## config.mk

```make
export PLATFORM = sky130hd
export DESIGN_NAME = neural_dataset_loader_flat
export DESIGN_NICKNAME = d
export VERILOG_FILES = /design/src/rtl/neural_dataset_loader_pkg.sv /design/src/rtl/neural_dataset_loader_if.sv /design/src/rtl/neural_word_packer.sv /design/src/rtl/neural_dataset_loader.sv /design/src/flat_wrapper.sv
export SDC_FILE = /design/constraint.sdc
export NUM_CORES = 1
export LEC_CHECK = 0
export BUFFER_PORTS_ARGS = -buffer_cell sky130_fd_sc_hd__buf_4
export CAP_MARGIN = 15
export CORE_ASPECT_RATIO = 0.6
export CORE_MARGIN = 4
export CORE_UTILIZATION = 40
export DETAILED_ROUTE_END_ITERATION = 10
export GPL_TIMING_DRIVEN = 0
export SYNTH_ARGS = -nofsm -noshare
export SYNTH_HDL_FRONTEND = slang
export SYNTH_SLANG_ARGS = --single-unit
```

## constraint.sdc

```tcl
create_clock -name clk -period 14 [get_ports clk]
set_clock_uncertainty 0.1 [all_clocks]
set_input_delay 0.7 -clock clk [delete_from_list [all_inputs] [get_ports clk]]
set_output_delay 0.7 -clock clk [all_outputs]
set_load 0.05 [all_outputs]
```

## src/rtl/neural_dataset_loader_pkg.sv

```systemverilog
// Shared types and constants for the neural processor dataset loader.
// Holds the loader state encoding and the dataset layout arithmetic.
`timescale 1ns/1ps
package neural_pkg;

  typedef enum logic [2:0] {
    IDLE,
    HEADER,
    PAYLOAD,
    DONE,
    ERROR
  } loader_state_t;

  localparam int unsigned HDR_WORDS = 2;
  localparam int unsigned REC_WORDS = 5;
  localparam int unsigned DATA_W    = 32;
  localparam int unsigned TOTAL_W   = 12;
  localparam logic [DATA_W-1:0] ONE = 32'h0001_0000;

  // Header plus five-word records, in 12 bits so 255+255 records cannot wrap
  function automatic logic [TOTAL_W-1:0] dataset_words(input logic [7:0] train,
                                                       input logic [7:0] test);
    return TOTAL_W'(HDR_WORDS) +
           TOTAL_W'(REC_WORDS) * (TOTAL_W'(train) + TOTAL_W'(test));
  endfunction

endpackage

```

## src/rtl/neural_dataset_loader_if.sv

```systemverilog
// Byte stream input and RAM write port of the dataset loader.
// The slave side is the loader; the master side sources bytes and sinks writes.
`timescale 1ns/1ps
interface neural_dataset_loader_if #(
  parameter int ADDR_W = 11
) ();
  import neural_pkg::*;

  logic [7:0]        rx_data;
  logic              rx_valid;
  logic              rx_ready;
  logic              wr_en;
  logic [ADDR_W-1:0] wr_addr;
  logic [DATA_W-1:0] wr_data;

  modport master (
    output rx_data,
    output rx_valid,
    input  rx_ready,
    input  wr_en,
    input  wr_addr,
    input  wr_data
  );

  modport slave (
    input  rx_data,
    input  rx_valid,
    output rx_ready,
    output wr_en,
    output wr_addr,
    output wr_data
  );

endinterface

```

## src/rtl/neural_word_packer.sv

```systemverilog
// Packs accepted bytes little-endian into 32-bit words.
// The completed word is presented combinationally with the fourth byte.
`timescale 1ns/1ps
module neural_word_packer
  import neural_pkg::*;
(
  input  logic              clk,
  input  logic              rst_n,
  input  logic              clear,
  input  logic              byte_valid,
  input  logic [7:0]        byte_data,
  output logic              word_valid,
  output logic [DATA_W-1:0] word
);

  logic [1:0]  byte_cnt;
  logic [23:0] low_bytes;

  always_ff @(posedge clk or negedge rst_n) begin
    if (!rst_n) begin
      byte_cnt  <= 2'd0;
      low_bytes <= 24'd0;
    end else if (clear) begin
      byte_cnt  <= 2'd0;
      low_bytes <= 24'd0;
    end else if (byte_valid) begin
      byte_cnt <= byte_cnt + 2'd1;
      case (byte_cnt)
        2'd0:    low_bytes[7:0]   <= byte_data;
        2'd1:    low_bytes[15:8]  <= byte_data;
        2'd2:    low_bytes[23:16] <= byte_data;
        default: low_bytes        <= low_bytes;
      endcase
    end
  end

  // The fourth byte bypasses the register so the write can issue on the next edge
  assign word_valid = byte_valid && (byte_cnt == 2'd3);
  assign word       = {byte_data, low_bytes};

endmodule

```

## src/rtl/neural_dataset_loader.sv

```systemverilog
// Dataset RAM write-side loader: validates the header, writes words sequentially
// from address 0 and holds the processor in reset until the dataset is complete.
`timescale 1ns/1ps
module neural_dataset_loader
  import neural_pkg::*;
#(
  parameter int ADDR_W         = 11,
  parameter int MEM_WORDS      = 2048,
  parameter int TIMEOUT_CYCLES = 1048575
) (
  input  logic                    clk,
  input  logic                    rst_n,
  input  logic                    start,
  neural_dataset_loader_if.slave  bus,
  output logic                    proc_rst,
  output logic                    busy,
  output logic                    done,
  output logic                    error,
  output logic [7:0]              num_train,
  output logic [7:0]              num_test
);

  localparam int CNT_W = (TIMEOUT_CYCLES > 1) ? $clog2(TIMEOUT_CYCLES + 1) : 1;
  localparam logic [CNT_W-1:0] IDLE_LIMIT =
    CNT_W'((TIMEOUT_CYCLES > 0) ? (TIMEOUT_CYCLES - 1) : 0);

  loader_state_t      state_q, state_d;
  logic               accept;
  logic               word_valid;
  logic [DATA_W-1:0]  word;
  logic [CNT_W-1:0]   idle_cnt;
  logic [TOTAL_W-1:0] word_idx;
  logic [TOTAL_W-1:0] total_q;
  logic [TOTAL_W-1:0] total_calc;
  logic               do_write;
  logic               latch_train;
  logic               latch_test;
  logic               restart;
  logic               timeout_hit;
  logic               proc_rst_q;

  assign bus.rx_ready = (state_q == HEADER) || (state_q == PAYLOAD);
  assign busy         = (state_q == HEADER) || (state_q == PAYLOAD);
  assign done         = (state_q == DONE);
  assign error        = (state_q == ERROR);
  assign proc_rst     = proc_rst_q;
  assign accept       = bus.rx_valid && bus.rx_ready;
  assign total_calc   = dataset_words(num_train, word[7:0]);
  assign timeout_hit  = (TIMEOUT_CYCLES != 0) && busy && !accept &&
                        (idle_cnt == IDLE_LIMIT);

  neural_word_packer u_packer (
    .clk        (clk),
    .rst_n      (rst_n),
    .clear      (restart || timeout_hit),
    .byte_valid (accept),
    .byte_data  (bus.rx_data),
    .word_valid (word_valid),
    .word       (word)
  );

  always_ff @(posedge clk or negedge rst_n) begin
    if (!rst_n) begin
      state_q <= IDLE;
    end else begin
      state_q <= state_d;
    end
  end

  // Header words are checked before they are written; a rejected word never reaches RAM
  always_comb begin
    state_d     = state_q;
    do_write    = 1'b0;
    latch_train = 1'b0;
    latch_test  = 1'b0;
    restart     = 1'b0;
    case (state_q)
      IDLE, DONE, ERROR: begin
        if (start) begin
          state_d = HEADER;
          restart = 1'b1;
        end
      end
      HEADER: begin
        if (timeout_hit) begin
          state_d = ERROR;
        end else if (word_valid) begin
          if (word[DATA_W-1:8] != '0) begin
            state_d = ERROR;
          end else if (word_idx == '0) begin
            latch_train = 1'b1;
            do_write    = 1'b1;
          end else begin
            latch_test = 1'b1;
            if (total_calc > TOTAL_W'(MEM_WORDS)) begin
              state_d = ERROR;
            end else begin
              do_write = 1'b1;
              state_d  = (total_calc == TOTAL_W'(HDR_WORDS)) ? DONE : PAYLOAD;
            end
          end
        end
      end
      PAYLOAD: begin
        if (timeout_hit) begin
          state_d = ERROR;
        end else if (word_valid) begin
          do_write = 1'b1;
          if (word_idx == total_q - TOTAL_W'(1)) begin
            state_d = DONE;
          end
        end
      end
      default: state_d = IDLE;
    endcase
  end

  // proc_rst drops only on the second DONE cycle so the last write lands first
  always_ff @(posedge clk or negedge rst_n) begin
    if (!rst_n) begin
      proc_rst_q <= 1'b1;
    end else begin
      proc_rst_q <= !((state_q == DONE) && (state_d == DONE));
    end
  end

  always_ff @(posedge clk or negedge rst_n) begin
    if (!rst_n) begin
      bus.wr_en   <= 1'b0;
      bus.wr_addr <= '0;
      bus.wr_data <= '0;
      word_idx    <= '0;
    end else begin
      bus.wr_en <= do_write;
      if (restart) begin
        word_idx <= '0;
      end else if (do_write) begin
        bus.wr_addr <= word_idx[ADDR_W-1:0];
        bus.wr_data <= word;
        word_idx    <= word_idx + TOTAL_W'(1);
      end
    end
  end

  always_ff @(posedge clk or negedge rst_n) begin
    if (!rst_n) begin
      num_train <= 8'd0;
      num_test  <= 8'd0;
      total_q   <= '0;
    end else begin
      if (latch_train) begin
        num_train <= word[7:0];
      end
      if (latch_test) begin
        num_test <= word[7:0];
        total_q  <= total_calc;
      end
    end
  end

  // Counts consecutive cycles without an accepted byte while a load is active
  always_ff @(posedge clk or negedge rst_n) begin
    if (!rst_n) begin
      idle_cnt <= '0;
    end else if (restart || accept || !busy) begin
      idle_cnt <= '0;
    end else begin
      idle_cnt <= idle_cnt + CNT_W'(1);
    end
  end

endmodule

```

## src/flat_wrapper.sv

```systemverilog
// flat-port wrapper written by rule: the top's interface ports become plain ports
module neural_dataset_loader_flat import neural_pkg::*;
#(
  parameter int ADDR_W         = 11,
  parameter int MEM_WORDS      = 2048,
  parameter int TIMEOUT_CYCLES = 1048575
)
  (clk, rst_n, start, proc_rst, busy, done, error, num_train, num_test, bus_rx_data, bus_rx_valid, bus_rx_ready, bus_wr_en, bus_wr_addr, bus_wr_data);
  neural_dataset_loader_if #(.ADDR_W(ADDR_W)) bus_i ();
  input  logic clk;
  input  logic rst_n;
  input  logic start;
  output logic proc_rst;
  output logic busy;
  output logic done;
  output logic error;
  output logic [7:0] num_train;
  output logic [7:0] num_test;
  input wire logic [$bits(bus_i.rx_data)-1:0] bus_rx_data;
  input wire logic [$bits(bus_i.rx_valid)-1:0] bus_rx_valid;
  output wire logic [$bits(bus_i.rx_ready)-1:0] bus_rx_ready;
  output wire logic [$bits(bus_i.wr_en)-1:0] bus_wr_en;
  output wire logic [$bits(bus_i.wr_addr)-1:0] bus_wr_addr;
  output wire logic [$bits(bus_i.wr_data)-1:0] bus_wr_data;
  assign bus_i.rx_data = bus_rx_data;
  assign bus_i.rx_valid = bus_rx_valid;
  assign bus_rx_ready = bus_i.rx_ready;
  assign bus_wr_en = bus_i.wr_en;
  assign bus_wr_addr = bus_i.wr_addr;
  assign bus_wr_data = bus_i.wr_data;
  neural_dataset_loader #(.ADDR_W(ADDR_W), .MEM_WORDS(MEM_WORDS), .TIMEOUT_CYCLES(TIMEOUT_CYCLES)) u_core (.clk(clk), .rst_n(rst_n), .start(start), .bus(bus_i), .proc_rst(proc_rst), .busy(busy), .done(done), .error(error), .num_train(num_train), .num_test(num_test));
endmodule
```

==> impl_metrics.json, run 1 <==
{
  "highest-signal-layer": "met4",
  "worst_pin_slew_ns": 0.726,
  "clock_tree_from_tritoncts": "yes",
  "grt_max_degree": 90,
  "crit_path_max_incr_delay_ns": 0.42,
  "syn_nets": 715,
  "pwr-share-clk_pct": 26.2,
  "power.ir.vdd_worst_mv": 0.147,
  "netlist-cell-type-count": 63,
  "clk_pin_slew_worst_paths_ns": 0.07,
  "grt-ovfl-total": 0,
  "post_synthesis_xor_xnor_area_fraction_pct": 6.00,
  "internal-power_uw": 967,
  "register_area_um2": 3350,
  "worst-r2r-cell-count": 21,
  "slowest_stage": "sky130_fd_sc_hd__dfrtp_1",
  "synth.avg_cell_area_um2": 10.4,
  "muxShareOfSynthArea_pct": 11.7,
  "chipHeight_um": 111,
  "clkLatencyLatePin_ns": 0.43,
  "cp_data_required_time_ns": 14.20,
  "detailroute.via_count": 5421,
  "drt_iter0_drc": 338,
  "layout.cells.most_common": "sky130_fd_sc_hd__dfrtp_1",
  "start_util_pct": 40.8,
  "netlist.area_leader.share_pct": 47.5,
  "timing.setup.critical_path_class": "reg -> reg",
  "post_cts_buffers": 0,
  "power_per_cell_area_nw_per_um2": 200,
  "post-route-min-period_ns": 5.45,
  "finalMaxSlewViolations": 0,
  "cts_htree_levels": 4,
  "antenna_cells_inserted": 0,
  "synth.largest_area_cell": "sky130_fd_sc_hd__dfrtp_1",
  "cts_root_buf": "sky130_fd_sc_hd__clkbuf_16",
  "detailroute.wirelength.met3_um": 707,
  "timing.critical_path.buf_inv": 4,
  "most-common-layout-cells": "133 x sky130_fd_sc_hd__dfrtp_1, 76 x sky130_fd_sc_hd__buf_4, 70 x sky130_fd_sc_hd__nand2_1, 59 x sky130_fd_sc_hd__mux2_2, 44 x sky130_fd_sc_hd__a21oi_1",
  "via_per_inst": 5.34,
  "power.static_leakage_uw": 0.00389,
  "gr-usage-all-layers_pct": 17.7,
  "worst_path_top_cell_family_by_delay": "compound AO/OA/AOI/OAI gates",
  "port_buffers": 76,
  "dpl.hpwl_um": 12500,
  "synthTopCellsByArea": "sky130_fd_sc_hd__dfrtp_1 48%, sky130_fd_sc_hd__mux2_2 9.5%, sky130_fd_sc_hd__ha_1 5.4%",
  "detail_route.first_pass.iterations": 5,
  "cts_hold_repair.buffers": 0,
  "sw_frac_of_total_pct": 42.9,
  "drv.max_cap_violation_count": 0,
  "grt_pass1_vias": 5392,
  "drc": 0,
  "synth_adder_area_share_pct": 5.79,
  "cts-buffers-inserted": 17,
  "power.sequential.fraction_pct": 31.6,
  "coreArea_um2": 17200,
  "final_min_period_over_clock_period_pct": 39.0,
  "synth.ff_latch_count": 134,
  "switching_power_uw": 728,
  "antenna_found_initial": 0,
  "synth_simple_gate_area_share_pct": 16.4,
  "fmax_mhz": 183,
  "holdWs_ns": 0.102,
  "report.final.setup_viol": 0,
  "path_max_fanout": 10,
  "worst-r2r-setup-slack_ns": 8.55,
  "slew_headroom_pct": 51.3,
  "routability_congestion_estimate_from_global_placement": 0.809,
  "totalNegativeSetupSlack_ns": 0,
  "critical_path.most_common_cell": "sky130_fd_sc_hd__ha_1",
  "finalHoldViolations": 0,
  "met1_length_um": 8710,
  "drt.antenna.violating_nets": 0,
  "post_cts_resized": 0,
  "rsz0062_at_grt": "no",
  "post_route_cells_drive_above_1_share_pct": 23.8,
  "postRouteWirelength_um": 17100,
  "cp_num_cells": 21,
  "synth_compound_gate_area_share_pct": 9.23,
  "clock_sink_count": 134,
  "n_fill_cell": 1575,
  "hold_class": "in -> async",
  "status": "finished clean",
  "pwr-share-comb_pct": 42.2,
  "nNetsFinal": 811,
  "design.portCount": 77,
  "detailroute.wirelength.met2_um": 7550,
  "multiInputGateArea_um2": 3440,
  "yosys_warnings": 0,
  "reg2reg_to": "u_core.bus.wr_data[30]",
  "clock_path_buffers": 2,
  "rows": 37,
  "timing.rr.start": "u_core.u_packer.low_bytes[0]",
  "critPathLaunchType": "flip-flop",
  "setup.worst_path.end_class": "flip-flop",
  "postSynth.topFlopCell": "sky130_fd_sc_hd__dfrtp_1",
  "combinational_family_with_the_most_area_after_synthesis": "simple AND/OR/NAND/NOR gates",
  "postSynthCellCount": 672,
  "postSynth.asyncResetShare_pct": 100,
  "die_x_um": 179,
  "synth_enable_flop_cells": 0,
  "area_grow_syn2layout_pct": 21.1,
  "cells_along_the_critical_path": "ha_1 > inv_1 > fa_1 > nor2b_1 > o21ai_0 > a21oi_1 > nor2_1 > xnor2_1 > ha_1 > ha_1 > a21oi_1 > o211a_1 > xnor2_1 > a2111oi_4 > o2111ai_1 > a21bo_2 > and2_1 > clkbuf_1 > buf_6 > buf_6 > mux2_4",
  "wl_per_cell_um": 16.9,
  "design.die.area_um2": 19800,
  "timing.critical_path.arrival_ns": 5.66,
  "grt_pass1_wl_um": 28000,
  "synth_sequential_area_ratio_pct": 47.9,
  "synthesis.area_um2": 7010
}
## flip-flops by register name, summed over array words and instances (netlist names)
name / count
u_core.bus.wr_addr: 11
u_core.bus.wr_data: 32
u_core.bus.wr_en: 1
u_core.idle_cnt: 20
u_core.num_test: 8
u_core.num_train: 8
u_core.proc_rst: 1
u_core.state_q: 3
u_core.total_q: 12
u_core.u_packer.byte_cnt: 2
u_core.u_packer.low_bytes: 24
u_core.word_idx: 12
## power groups by stage
stage,combinational (µW),sequential [µW],clock [µW]
floorplan,344,701,0
global placement,695,540,0
detailed placement,711,543,0
CTS,716,537,452
global route,772,548,468
finish,715,536,444
## per-stage QoR
stage	util (%)	std cells	instance area, µm²	worst slack [ns]	total power [µW]
after floorplan	-	672	7010	9.13	1050
after global placement	45.8	982	7870	8.75	1230
after detailed placement	46.0	983	7900	8.63	1250
after CTS	49.4	1015	8480	8.61	1700
after global routing	49.4	1015	8480	8.27	1790
final	49.4	1015	8480	8.55	1700
## synthesized netlist by cell type, types with 4 or more instances
cell                       count
sky130_fd_sc_hd__dfrtp_1     133
sky130_fd_sc_hd__nor2_1       36
sky130_fd_sc_hd__inv_1        19
sky130_fd_sc_hd__and3_1       12
sky130_fd_sc_hd__clkbuf_1     23
sky130_fd_sc_hd__xnor2_1      29
sky130_fd_sc_hd__a21oi_1      44
sky130_fd_sc_hd__nand2_1      70
sky130_fd_sc_hd__a31oi_1       4
sky130_fd_sc_hd__and2_1        6
sky130_fd_sc_hd__nor3_1        8
sky130_fd_sc_hd__mux2_2       59
sky130_fd_sc_hd__o21ai_0      23
sky130_fd_sc_hd__nand3_1      42
sky130_fd_sc_hd__nor4_1       13
sky130_fd_sc_hd__a211oi_1      4
sky130_fd_sc_hd__xor2_1       19
sky130_fd_sc_hd__nand4_1      10
sky130_fd_sc_hd__ha_1         30
sky130_fd_sc_hd__mux2i_1      14
sky130_fd_sc_hd__nand3b_1      4
sky130_fd_sc_hd__nand2b_1     10
sky130_fd_sc_hd__nor2b_1       5
## per-layer routing
metal  GRT usage (%)  up-vias
met5               0        -
met4            4.45        0
met3            3.69       19
met2            25.8      116
met1            26.7     2713
li1                -     2573
## worst reg2reg max path: cells and delay by family, from the launching register on
family | cells | cell delay, ns
XOR/XNOR | 2 | 0.48
AO/OA/AOI/OAI | 7 | 1.87
buffers and inverters | 4 | 0.52
multiplexers | 1 | 0.29
flip-flops | 1 | 0.42
adder cells (fa/ha/maj) | 4 | 1.28
AND/OR/NAND/NOR | 3 | 0.36
## cells by family after synthesis
logic type	after synthesis
and+or+nand+nor	232
DFF	134
AOI/OAI and AO/OA	103
muxes	74
buffers and inverters	49
xor gates and xnor gates	48
adders and majority gates	32
## worst max-delay path by stage
stage                                       from                      to
detailed placement  u_core.u_packer.low_bytes[0]  u_core.bus.wr_data[30]
floorplan                    u_core.num_train[0]  u_core.bus.wr_data[30]
global placement    u_core.u_packer.low_bytes[0]  u_core.bus.wr_data[30]
finish              u_core.u_packer.low_bytes[0]  u_core.bus.wr_data[30]
CTS                 u_core.u_packer.low_bytes[0]  u_core.bus.wr_data[30]
global route        u_core.u_packer.low_bytes[0]  u_core.bus.wr_data[30]
## layout make-up
cell class,instances,area share (%)
sequential,134,39.5
inverter,19,0.841
tap,234,3.45
buffer,30,1.59
multi-input combinational,489,40.6
clock inverter,15,1.84
clock buffer,17,5.02
timing repair buffer,77,7.10
Power figures use the tool's default switching activity.
==> run 2, diff against run 1 <==
- clock period: 14 -> 5.54 ns (I/O delays scaled with it)
==> impl_metrics.json, run 2 (synthesized netlist as in run 1, its figures left out) <==
{
  "status": "finished clean",
  "cts_root_buf": "sky130_fd_sc_hd__clkbuf_16",
  "clk_pin_slew_worst_paths_ns": 0.07,
  "post_dp_cell_area_um2": 7900,
  "reg2reg_to": "u_core.bus.wr_data[30]",
  "wl_per_cell_um": 16.8,
  "start_util_pct": 40.8,
  "critPathLaunchType": "flip-flop",
  "setup.worst_path.start": "u_core.u_packer.low_bytes[0]",
  "area_grow_syn2layout_pct": 21.5,
  "clock_tree_from_tritoncts": "yes",
  "final_min_period_over_clock_period_pct": 94.1,
  "detail_route.first_pass.iterations": 5,
  "die_x_um": 179,
  "critical_path.endpoint": "u_core.bus.wr_data[30]",
  "top_regs": "u_core.bus.wr_data (32), u_core.u_packer.low_bytes (24), u_core.idle_cnt (20)",
  "layout.cells.most_common": "sky130_fd_sc_hd__dfrtp_1",
  "finalCoreUtilization_pct": 49.6,
  "timing.setup.critical_path_class": "reg -> reg",
  "design.die.area_um2": 19800,
  "cp_data_required_time_ns": 5.74,
  "drt.antenna.violating_nets": 0,
  "power.static_leakage_uw": 0.00391,
  "power_per_cell_area_nw_per_um2": 504,
  "timing.rr.start": "u_core.u_packer.low_bytes[0]",
  "clock_sink_count": 134,
  "drv.max_cap_violation_count": 0,
  "n_fill_cell": 1570,
  "report.final.setup_viol": 0,
  "antenna_found_initial": 0,
  "antenna_cells_inserted": 0,
  "postRouteWirelength_um": 17100,
  "largest-register": "u_core.bus.wr_data",
  "routability_congestion_estimate_from_global_placement": 0.809,
  "totalNegativeSetupSlack_ns": 0,
  "power.ir.vdd_worst_mv": 0.371,
  "drt_iter0_drc": 360,
  "most-common-layout-cells": "133 x sky130_fd_sc_hd__dfrtp_1, 76 x sky130_fd_sc_hd__buf_4, 70 x sky130_fd_sc_hd__nand2_1, 59 x sky130_fd_sc_hd__mux2_2, 43 x sky130_fd_sc_hd__a21oi_1",
  "path_max_fanout": 10,
  "worst-r2r-setup-slack_ns": 0.32,
  "clkLatencyLatePin_ns": 0.43,
  "grt_pass1_wl_um": 28000,
  "hold_class": "in -> reg",
  "cts-buffers-inserted": 17,
  "rsz0062_at_grt": "no",
  "fmax_mhz": 192,
  "worst-r2r-cell-count": 21,
  "fin_ws_ns": 0.324,
  "cts_htree_levels": 4,
  "gr-usage-all-layers_pct": 17.7,
  "worst_pin_slew_ns": 0.746,
  "post-route-min-period_ns": 5.22,
  "design.portCount": 77,
  "chipHeight_um": 111,
  "slew_headroom_pct": 49.9,
  "port_buffers": 76,
  "coreArea_um2": 17200,
  "dpl.hpwl_um": 12500,
  "finalHoldViolations": 0,
  "timing.critical_path.arrival_ns": 5.42,
  "grt_max_degree": 90,
  "dp_worst_setup_slack_ns": 0.171,
  "post_route_cells_drive_above_1_share_pct": 24.0,
  "grt_pass1_vias": 5407,
  "drc": 0,
  "rows": 37,
  "via_per_inst": 5.32,
  "holdWs_ns": 0.0443,
  "largest_reg_flops": 32,
  "register_area_um2": 3350,
  "clock_path_buffers": 2,
  "stdcell_area_um2": 8510,
  "grt-ovfl-total": 0,
  "setup.worst_path.end_class": "flip-flop",
  "multiInputGateArea_um2": 3460,
  "detailroute.via_count": 5406,
  "nNetsFinal": 813,
  "finalMaxSlewViolations": 0
}
run 2: layout make-up:
class	count	share of cell area [%]
clock inverters	15	1.84
repair buffers	79	7.30
inverters	19	0.838
multi-input cells	489	40.6
clock buffers	17	5.00
well taps	234	3.44
flip-flops and latches	134	39.4
plain buffers	30	1.59
run 2: per-stage QoR:
stage,total power (µW),std cells
after global routing,4530,1017
after detailed placement,3170,983
after CTS,4310,1017
final,4290,1017
after global placement,3120,982
after floorplan,2640,672
run 2: worst min-delay path by stage:
stage	startpoint	to	slack (ns)	cells past startpoint
final	bus_rx_data[3]	u_core.u_packer.low_bytes[11]	0.04	3
after detailed placement	rst_n	u_core.bus.wr_addr[4]	0.15	1
after global routing	bus_rx_data[3]	u_core.bus.wr_data[27]	0.04	2
after CTS	bus_rx_data[2]	u_core.bus.wr_data[26]	0.04	2
after floorplan	rst_n	u_core.bus.wr_addr[0]	-0.12	0
after global placement	u_core.num_test[1]	u_core.num_test[1]	0.38	2
run 2: per-layer routing:
| layer | global-route usage, % | up-vias | routed length [µm] | share of wire, % |
|---|---|---|---|---|
| li1 | - | 2574 | - | - |
| met4 | 4.45 | 0 | 158 | 0.93 |
| met3 | 3.69 | 22 | 672 | 3.9 |
| met2 | 25.9 | 106 | 7580 | 44 |
| met1 | 26.6 | 2704 | 8670 | 51 |
| met5 | 0 | - | 0 | 0 |
run 2: report_power, final:
part	total (µW)	internal [µW]	switching, µW
Sequential	1360	1190	168
Combinational	1810	625	1190
Clock	1120	635	486
run 2: what timing repair did:
action | CTS | global route
setup buffers | 0 | 0
endpoints found under the setup margin | 0 | 48
endpoints found under the hold margin | 45 | 0
resized for setup | 0 | 2
hold buffers | 2 | 0
run 2: critical path, stage by stage (launching register included):
cell and delay (ns):
sky130_fd_sc_hd__dfrtp_1 0.43, sky130_fd_sc_hd__ha_1 0.21, sky130_fd_sc_hd__inv_1 0.06, sky130_fd_sc_hd__fa_1 0.40, sky130_fd_sc_hd__nor2b_1 0.12, sky130_fd_sc_hd__o21ai_0 0.12, sky130_fd_sc_hd__a21oi_1 0.21, sky130_fd_sc_hd__nor2_1 0.10
sky130_fd_sc_hd__xnor2_2 0.22, sky130_fd_sc_hd__ha_1 0.27, sky130_fd_sc_hd__ha_1 0.38, sky130_fd_sc_hd__a21oi_2 0.27, sky130_fd_sc_hd__o211a_1 0.24, sky130_fd_sc_hd__xnor2_1 0.13, sky130_fd_sc_hd__a2111oi_4 0.41, sky130_fd_sc_hd__o2111ai_1 0.22
sky130_fd_sc_hd__a21bo_2 0.30, sky130_fd_sc_hd__and2_1 0.16, sky130_fd_sc_hd__clkbuf_1 0.14, sky130_fd_sc_hd__buf_6 0.17, sky130_fd_sc_hd__buf_6 0.16, sky130_fd_sc_hd__mux2_4 0.29
==> run 3, diff against run 2 <==
- CELL_PAD_IN_SITES_DETAIL_PLACEMENT: default -> 1
- CELL_PAD_IN_SITES_GLOBAL_PLACEMENT: default -> 2
- CORE_UTILIZATION: 40 -> 38
- PLACE_DENSITY_LB_ADDON: default -> 0.1
==> impl_metrics.json, run 3 (synthesized netlist as in run 1, its figures left out) <==
{
  "post_route_cells_drive_above_1_share_pct": 24.2,
  "finalMaxSlewViolations": 0,
  "worst_pin_slew_ns": 0.754,
  "most-common-layout-cells": "133 x sky130_fd_sc_hd__dfrtp_1, 77 x sky130_fd_sc_hd__buf_4, 70 x sky130_fd_sc_hd__nand2_1, 59 x sky130_fd_sc_hd__mux2_2, 43 x sky130_fd_sc_hd__a21oi_1",
  "path_max_fanout": 10,
  "detailroute.via_count": 5387,
  "drv.max_cap_violation_count": 0,
  "post_dp_cell_area_um2": 7910,
  "final_min_period_over_clock_period_pct": 96.0,
  "area_grow_syn2layout_pct": 21.8,
  "stdcell_area_um2": 8530,
  "clock_tree_from_tritoncts": "yes",
  "cts-buffers-inserted": 17,
  "gr-usage-all-layers_pct": 19.2,
  "worst_path_top_cell_family_by_delay": "compound AO/OA/AOI/OAI gates",
  "holdWs_ns": 0.0357,
  "grt-ovfl-total": 0,
  "post-place-cells": 989,
  "power.static_leakage_uw": 0.00390,
  "clock_sink_count": 134,
  "antenna_found_initial": 0,
  "drt_iter0_drc": 240,
  "routability_congestion_estimate_from_global_placement": 0.806,
  "multiInputGateArea_um2": 3470,
  "wl_per_cell_um": 18.9,
  "grt_pass1_wl_um": 31200,
  "n_fill_cell": 2031,
  "coreArea_um2": 18100,
  "cells_along_the_critical_path": "ha_2 > inv_1 > fa_1 > nor2b_1 > o21ai_0 > a21oi_1 > nor2_1 > xnor2_1 > ha_1 > ha_1 > a21oi_2 > o211a_1 > xnor2_1 > a2111oi_4 > o2111ai_1 > a21bo_2 > and2_1 > clkbuf_1 > buf_6 > buf_6 > mux2_4",
  "critPathLaunchType": "flip-flop",
  "report.final.setup_viol": 0,
  "design.die.area_um2": 20700,
  "top_regs": "u_core.bus.wr_data (32), u_core.u_packer.low_bytes (24), u_core.idle_cnt (20)",
  "design.portCount": 77,
  "clock_path_buffers": 2,
  "largest_reg_flops": 32,
  "grt_pass1_vias": 5670,
  "rows": 38,
  "cts_htree_levels": 4,
  "detail_route.first_pass.iterations": 4,
  "die_x_um": 183,
  "power.ir.vdd_worst_mv": 0.247,
  "setup.worst_path.end_class": "flip-flop",
  "power_per_cell_area_nw_per_um2": 508,
  "via_per_inst": 5.26,
  "clkLatencyLatePin_ns": 0.44,
  "status": "finished clean",
  "port_buffers": 76,
  "cts_root_buf": "sky130_fd_sc_hd__clkbuf_16",
  "postRouteWirelength_um": 19400,
  "worst-r2r-setup-slack_ns": 0.22,
  "timing.setup.critical_path_class": "reg -> reg",
  "drc": 0,
  "timing.critical_path.arrival_ns": 5.54,
  "clk_pin_slew_worst_paths_ns": 0.06,
  "antenna_cells_inserted": 0,
  "layout.cells.most_common": "sky130_fd_sc_hd__dfrtp_1",
  "post-route-min-period_ns": 5.32,
  "start_util_pct": 38.8,
  "fmax_mhz": 188,
  "hold_class": "in -> reg",
  "slowest_stage": "sky130_fd_sc_hd__dfrtp_1",
  "nNetsFinal": 814,
  "finalHoldViolations": 0,
  "largest-register": "u_core.bus.wr_data",
  "chipHeight_um": 113,
  "slew_headroom_pct": 49.4,
  "timing.critical_path.buf_inv": 4,
  "dpl.hpwl_um": 14200,
  "crit_path_max_incr_delay_ns": 0.44,
  "grt_max_degree": 97,
  "register_area_um2": 3350,
  "stdcell_count": 1024,
  "drt.antenna.violating_nets": 0,
  "cp_data_required_time_ns": 5.76
}
==> run 3: final timing paths <==
path	end	depth (start not counted)	startpoint
max	u_core.bus.wr_data[30]	21	u_core.u_packer.low_bytes[0]
min	u_core.u_packer.low_bytes[18]	3	bus_rx_data[2]
max reg2reg	u_core.bus.wr_data[30]	21	u_core.u_packer.low_bytes[0]
min reg2reg	u_core.num_test[1]	2	u_core.num_test[1]
max in group asynchronous	u_core.num_train[1]	3	rst_n
min in group asynchronous	u_core.idle_cnt[15]	2	rst_n
==> run 3: final cells by class <==
| type | count | share of cell area [%] |
|---|---|---|
| Buffer | 30 | 1.61 |
| Clock inverter | 11 | 1.17 |
| Timing Repair Buffer | 80 | 7.37 |
| Clock buffer | 21 | 5.51 |
| Multi-Input combinational cell | 489 | 40.7 |
| Sequential cell | 134 | 39.3 |
| Inverter | 19 | 0.836 |
| Tap cell | 240 | 3.52 |
==> run 3: layer usage <==
| layer | GRT usage, % | up-vias | share of wire (%) |
|---|---|---|---|
| li1 | - | 2571 | - |
| met1 | 27.9 | 2695 | 50 |
| met2 | 28.0 | 96 | 43 |
| met3 | 5.62 | 25 | 5.0 |
| met4 | 5.56 | 0 | 1.2 |
| met5 | 0 | - | 0 |
==> run 3: what timing repair did <==
action	CTS	global route
endpoints found under the hold margin	39	0
buffers inserted	0	1
hold buffers	2	0
gates resized for setup	0	6
endpoints found under the setup margin	0	45
==> run 3: through the flow <==
step | utilization (%) | worst slack (ns) | power, µW | TNS, ns
final | 47.2 | 0.221 | 4340 | 0
after global routing | 47.2 | -0.00638 | 4590 | -0.00638
after CTS | 47.0 | 0.110 | 4360 | 0
after detailed placement | 43.8 | 0.158 | 3230 | 0
after global placement | 43.6 | 0.159 | 3160 | 0
after floorplan | - | 0.669 | 2640 | 0
==> run 3: report_power, final <==
part           internal, µW  switching, µW  total [µW]
registers              1190            172        1360
logic                   634           1240        1870
clock network           651            451        1100
==> run 3: worst min-delay path: cells and delay by family <==
kind	cells	cell delay [ns]
AOI/OAI and AO/OA	1	0.05
buffers and inverters	1	0.14
and+or+nand+nor	1	0.06
